<file path="src/rtl/relogio_pkg.sv">
// Shared types and limits for the clock mode/set controller.
// RELOGIO_ALARM_EN extends the mode ring with the two alarm-setting states.
package relogio_pkg;

    typedef enum logic [2:0] {
        RUN         = 3'd0,
        SET_HOUR    = 3'd1,
        SET_MIN     = 3'd2,
        SET_AL_HOUR = 3'd3,
        SET_AL_MIN  = 3'd4
    } ctrl_state_e;

    localparam logic [5:0] MAX_MIN  = 6'd59;
    localparam logic [4:0] MAX_HORA = 5'd23;

    // Order of the mode ring; the last SET state always falls back to RUN.
    function automatic ctrl_state_e next_mode(input ctrl_state_e s);
        case (s)
            RUN:         next_mode = SET_HOUR;
            SET_HOUR:    next_mode = SET_MIN;
`ifdef RELOGIO_ALARM_EN
            SET_MIN:     next_mode = SET_AL_HOUR;
            SET_AL_HOUR: next_mode = SET_AL_MIN;
`endif
            default:     next_mode = RUN;
        endcase
    endfunction

endpackage

</file>
<file path="src/rtl/relogio_ctrl_btn_edge.sv">
// Push-button front end: one sample register, rising-edge detect and an
// optional hold auto-repeat (one pulse per tick once held HOLD_SECS ticks).
module btn_edge #(
    parameter int HOLD_SECS = 2,
    parameter bit REPEAT_EN = 1'b1
) (
    input  logic clk_1Hz,
    input  logic rstn_i,
    input  logic btn_i,
    input  logic hold_clr_i,
    output logic edge_o,
    output logic pulse_o
);

    logic cur_q;
    logic prev_q;

    always_ff @(posedge clk_1Hz or negedge rstn_i) begin
        if (!rstn_i) begin
            cur_q  <= 1'b0;
            prev_q <= 1'b0;
        end else begin
            cur_q  <= btn_i;
            prev_q <= cur_q;
        end
    end

    assign edge_o = cur_q & ~prev_q;

    generate
        if (REPEAT_EN) begin : g_rep
            localparam int HW = $clog2(HOLD_SECS + 1);
            logic [HW-1:0] hold_q;

            // Saturating count of consecutive high samples; repeat fires once saturated.
            always_ff @(posedge clk_1Hz or negedge rstn_i) begin
                if (!rstn_i) begin
                    hold_q <= '0;
                end else if (!cur_q || hold_clr_i) begin
                    hold_q <= '0;
                end else if (hold_q != HW'(HOLD_SECS)) begin
                    hold_q <= hold_q + HW'(1);
                end
            end

            assign pulse_o = edge_o | (cur_q & prev_q & (hold_q == HW'(HOLD_SECS)));
        end else begin : g_norep
            logic unused_hold_clr;
            assign unused_hold_clr = hold_clr_i;
            assign pulse_o         = edge_o;
        end
    endgenerate

endmodule

</file>
<file path="src/rtl/relogio_ctrl.sv">
// Mode/set controller for the HH:MM:SS clock: seconds enable/clear, minute and
// hour increment strobes, blink and (with RELOGIO_ALARM_EN) the alarm flag.
module relogio_ctrl
    import relogio_pkg::*;
#(
    parameter int HOLD_SECS    = 2,
    parameter int TIMEOUT_SECS = 30
) (
    input  logic       clk_1Hz,
    input  logic       rstn_i,
    input  logic       mode_i,
    input  logic       inc_i,
    input  logic       inc_min_i,
    input  logic [5:0] minutos_i,
    input  logic [4:0] horas_i,
    output logic       sec_en_o,
    output logic       sec_clr_o,
    output logic       inc_min_o,
    output logic       inc_hour_o,
    output logic [2:0] state_o,
    output logic       blink_o,
    output logic       alarm_o
);

    localparam int TW = $clog2(TIMEOUT_SECS + 1);

    ctrl_state_e   state_q;
    ctrl_state_e   state_nxt;
    logic          mode_e;
    logic          inc_e;
    logic          inc_p;
    logic          timeout_hit;
    logic          state_chg;
    logic [TW-1:0] to_q;
    logic          unused_mode_pulse;

    btn_edge #(.HOLD_SECS(HOLD_SECS), .REPEAT_EN(1'b0)) u_mode (
        .clk_1Hz    (clk_1Hz),
        .rstn_i     (rstn_i),
        .btn_i      (mode_i),
        .hold_clr_i (1'b0),
        .edge_o     (mode_e),
        .pulse_o    (unused_mode_pulse)
    );

    btn_edge #(.HOLD_SECS(HOLD_SECS), .REPEAT_EN(1'b1)) u_inc (
        .clk_1Hz    (clk_1Hz),
        .rstn_i     (rstn_i),
        .btn_i      (inc_i),
        .hold_clr_i (state_chg),
        .edge_o     (inc_e),
        .pulse_o    (inc_p)
    );

    // A button edge in the same tick always defers the timeout.
    assign timeout_hit = (state_q != RUN) && !mode_e && !inc_e && (to_q == TW'(TIMEOUT_SECS - 1));
    assign state_chg   = mode_e || timeout_hit;
    assign state_nxt   = timeout_hit ? RUN : (mode_e ? next_mode(state_q) : state_q);
    assign state_o     = state_q;

    always_ff @(posedge clk_1Hz or negedge rstn_i) begin
        if (!rstn_i) begin
            to_q <= '0;
        end else if (state_q == RUN || mode_e || inc_e || timeout_hit) begin
            to_q <= '0;
        end else begin
            to_q <= to_q + TW'(1);
        end
    end

    always_ff @(posedge clk_1Hz or negedge rstn_i) begin
        if (!rstn_i) begin
            state_q    <= RUN;
            sec_en_o   <= 1'b1;
            sec_clr_o  <= 1'b0;
            inc_min_o  <= 1'b0;
            inc_hour_o <= 1'b0;
            blink_o    <= 1'b0;
        end else begin
            state_q    <= state_nxt;
            sec_en_o   <= (state_nxt == RUN);
            sec_clr_o  <= (state_q != RUN) && (state_nxt == RUN);
            blink_o    <= ((state_q != RUN) && (state_nxt != RUN)) ? ~blink_o : 1'b0;
            inc_min_o  <= 1'b0;
            inc_hour_o <= 1'b0;
            // Increment strobes are suppressed in any tick that changes state.
            if (!state_chg) begin
                case (state_q)
                    RUN:      inc_min_o  <= inc_min_i;
                    SET_HOUR: inc_hour_o <= inc_p;
                    SET_MIN:  inc_min_o  <= inc_p;
                    default:  ;
                endcase
            end
        end
    end

`ifdef RELOGIO_ALARM_EN
    logic [4:0] al_h_q;
    logic [5:0] al_m_q;
    logic       ack_q;
    logic       al_match;

    assign al_match = (horas_i == al_h_q) && (minutos_i == al_m_q);

    always_ff @(posedge clk_1Hz or negedge rstn_i) begin
        if (!rstn_i) begin
            al_h_q  <= '0;
            al_m_q  <= '0;
            ack_q   <= 1'b0;
            alarm_o <= 1'b0;
        end else begin
            if (!state_chg && inc_p && state_q == SET_AL_HOUR) begin
                al_h_q <= (al_h_q == MAX_HORA) ? 5'd0 : al_h_q + 5'd1;
            end
            if (!state_chg && inc_p && state_q == SET_AL_MIN) begin
                al_m_q <= (al_m_q == MAX_MIN) ? 6'd0 : al_m_q + 6'd1;
            end
            // Acknowledge holds until the match drops, then the alarm re-arms.
            if (!al_match) begin
                ack_q <= 1'b0;
            end else if (mode_e || inc_e) begin
                ack_q <= 1'b1;
            end
            alarm_o <= (state_q == RUN) && al_match && !ack_q && !(mode_e || inc_e);
        end
    end
`else
    logic unused_time;
    assign unused_time = ^{minutos_i, horas_i};
    assign alarm_o     = 1'b0;
`endif

endmodule

</file>
<file path="config.mk">
export PLATFORM = sky130hd
export DESIGN_NAME = relogio_ctrl
export DESIGN_NICKNAME = d
export VERILOG_FILES = /design/src/rtl/relogio_pkg.sv /design/src/rtl/relogio_ctrl_btn_edge.sv /design/src/rtl/relogio_ctrl.sv
export SDC_FILE = /design/constraint.sdc
export NUM_CORES = 1
export LEC_CHECK = 0
export CAP_MARGIN = 10
export CORE_ASPECT_RATIO = 1.1
export CORE_UTILIZATION = 40
export CTS_CLUSTER_SIZE = 12
export DETAILED_ROUTE_END_ITERATION = 10
export MAX_ROUTING_LAYER = met4
export PLACE_DENSITY = 0.7
export SLEW_MARGIN = 20
export SYNTH_ARGS = -nofsm -noshare
export SYNTH_HDL_FRONTEND = slang
export SYNTH_SLANG_ARGS = --single-unit
</file>
<file path="constraint.sdc">
create_clock -name clk_1Hz -period 1.55 [get_ports clk_1Hz]
set_input_delay 0.155 -clock clk_1Hz [delete_from_list [all_inputs] [get_ports clk_1Hz]]
set_output_delay 0.155 -clock clk_1Hz [all_outputs]
set_load 0.005 [all_outputs]
</file>
==> metrics.cfg <==
[run_status]
status = complete, no violations

[worst_setup_path]
reg2reg_to = state_o[2]$_DFF_PN0_
cp_cell_sequence = clkdlybuf4s50_1
cp.arrival_ns = 1.31
reg2reg_slack_ns = 0.10
cp_max_fo = 1
end_kind = output port
start_kind = flop
cpPeakStageDelay_ns = 0.53
regToRegStartpoint = to_q[0]$_DFF_PN0_
crit_type = flop to output port
cp.required_ns = 1.39
r2r_cells = 4
critPathTopFamily = flip-flops
path_buf_inv = 1
cp.depth = 1
crit_slowest_cell = dfstp_2

[clocking]
clock-sinks = 19
cts_made_buffers = 3
insertion_delay_ns = 0.29
cts_tree = done
clkTransAtPathRegs_ns = 0.10
cts_buffer_depth = 2
cts_setup_buffers = 0
cts-htree-levels = 1
root_buffer = clkbuf_4

[floorplanning]
die_area_sq_um = 2240
initial_core_util_pct = 44.2
num_rows = 16
ios = 25
die_w_um = 45.2
coreArea_sq_um = 1860
fp.dieH_um = 49.5

[pwr]
p_comb_share_pct = 29.2
netSwitchingFraction_pct = 28.8
seq_power_share_pct = 51.4
p_sw_mw = 0.358
max-vdd-ir-drop_mv = 0.859
power.share.clock_pct = 19.4
p_per_area_nw_per_um2 = 1240
power.leakage_nw = 0.444
intPower_mw = 0.884

[synthesis]
ys_ff_latch = 19
yosysSeqAreaShare_pct = 58.0
yosysTopAreaCell = dfrtp_1
syn_area_sq_um = 822
avgSynthCellArea_sq_um = 11.0
synth_area_leaders = dfrtp_1 55%, ha_1 4.6%, dfstp_2 3.2%
synthDistinctLibCells = 31
yosys_warnings = 0
synth.net_count = 94
synth_top_area_share_pct = 54.8
syn_inst = 75

[layout]
syn2layout_area_growth_pct = 22.1
layout_common_cells = 18 x dfrtp_1, 12 x clkdlybuf4s50_1, 6 x nor2_1
layout_commonest_cell = dfrtp_1
drive_above_1_share_pct = 10.0
fin_nets = 110
diodes = 0
fill_cells = 172

[place]
gp_congestion = 0.755
dp_slack_ns = 0.119
io_buffers = 12
detailed_place_hpwl_um = 951

[sta]
rsz0062_at_grt = false
clock_skew_ns = 0.000981
max_clock_freq_mhz = 683
fin_tns_setup_ns = 0
hold_violations = 0
drv_slew = 0
setup_viol = 0
setup_slack_ns = 0.0855
final.min_clock_period_ns = 1.46
finalCritPeriodShare_pct = 94.5

[global_route]
antenna_found_initial = 0
met1_usage_pct = 18.5
grt_max_degree = 20
grt_use_total_pct = 14.8
grt_pass1_wl_um = 2420
top_usage_layer = met2
grt_pass1_vias = 579
grt_overflow_total = 0
met2_usage_pct = 23.2
use_met3_pct = 2.56

[routing]
vias = 610
post_drt_wl_per_cell_um = 11.7
wirelength_um = 1370
viasPerCell = 5.21
drtPass1Iterations = 4
drtIter0Drc = 16
antenna_left = 0
drcViolationCount = 0

[job]
maxCapViolations = 0

[min_path]
min_path_type = primary input to asynchronous set/reset pin

==> worst max-delay path by stage <==
stage                                end               start
floorplan            inc_min_o$_DFF_PN0_   to_q[0]$_DFF_PN0_
global route        state_o[2]$_DFF_PN0_   to_q[0]$_DFF_PN0_
CTS                 state_o[2]$_DFF_PN0_   to_q[0]$_DFF_PN0_
global placement     sec_clr_o$_DFF_PN0_   to_q[1]$_DFF_PN0_
finish                          sec_en_o  sec_en_o$_DFF_PN1_
detailed placement   sec_clr_o$_DFF_PN0_   to_q[1]$_DFF_PN0_
==> through the flow <==
step	utilization, %	hold slack [ns]	cell area (sq um)	total power [mW]	cells
after floorplan	-	-0.141	822	0.834	75
after global placement	52.4	0.381	976	1.00	113
after detailed placement	52.4	0.387	976	1.01	113
after CTS	53.8	0.192	1000	1.25	117
after global routing	53.9	0.190	1000	1.32	117
final	53.9	0.182	1000	1.24	117
==> worst reg2reg max path, stage by stage (launching register included) <==
cell and delay, ns:
dfrtp_1 0.42, ha_1 0.24, and4_1 0.23, and3_2 0.23, nor3b_1 0.24
==> state kept, by name, summed over array words and instances, names as in the netlist <==
name	cells
blink_o	1
inc_hour_o	1
inc_min_o	1
sec_clr_o	1
sec_en_o	1
state_o	3
to_q	5
u_inc.cur_q	1
u_inc.g_rep.hold_q	2
u_inc.prev_q	1
u_mode.cur_q	1
u_mode.prev_q	1
==> logic make-up (layout without fill, tap and decap cells) <==
logic type,Yosys count,count (layout),share of synthesized area [%]
buffers and inverters,6,21,3.65
DFF,19,19,58.0
other,1,1,0.456
AOI/OAI and AO/OA,11,11,8.53
and+or+nand+nor,32,32,21.6
adders and majority gates,3,3,4.57
xor gates and xnor gates,3,3,3.20
==> cell type report <==
class | count | area, sq um | area share (%)
multi-input cells | 50 | 317 | 31.5
repair buffers | 15 | 143 | 14.2
inverters | 2 | 7.51 | 0.748
flip-flops and latches | 19 | 477 | 47.5
well taps | 27 | 33.8 | 3.37
clock buffers | 4 | 26.3 | 2.62
==> metal layers <==
layer | part of all wire, % | routed length (um)
met4 | 0.44 | 6
met2 | 49 | 667
met1 | 45 | 613
met3 | 5.6 | 77
met5 | 0 | 0
==> cells in the mapped netlist <==
cell type	instances
o22ai_1	1
o22a_1	1
a31oi_1	1
nand2b_1	3
buf_2	3
a211oi_1	1
nand4_1	3
and2b_1	1
nor3_1	3
a21oi_1	4
or3_1	2
dfstp_2	1
buf_4	1
nand3_1	3
ha_1	3
xor2_1	2
and4_1	1
a2bb2oi_1	1
nor2b_1	1
o21ai_0	1
nor3b_1	1
inv_1	2
conb_1	1
nand2_1	5
nand4b_1	1
xnor2_1	1
o211ai_1	1
dfrtp_1	18
nor2_1	6
and3_4	1
and3_1	1
==> timing repair <==
| item | 4_1_cts | 5_1_grt |
|---|---|---|
| gates resized for setup | 0 | 1 |
| setup endpoints to repair | 0 | 2 |
| hold buffers | 0 | 0 |
==> power by group through the flow <==
stage	Sequential (mW)	Combinational, mW	Clock, mW
global route	0.648	0.406	0.267
floorplan	0.654	0.180	0
global placement	0.645	0.356	0
CTS	0.638	0.366	0.247
detailed placement	0.646	0.362	0
finish	0.638	0.363	0.241
(Power assumes the default switching activity.)
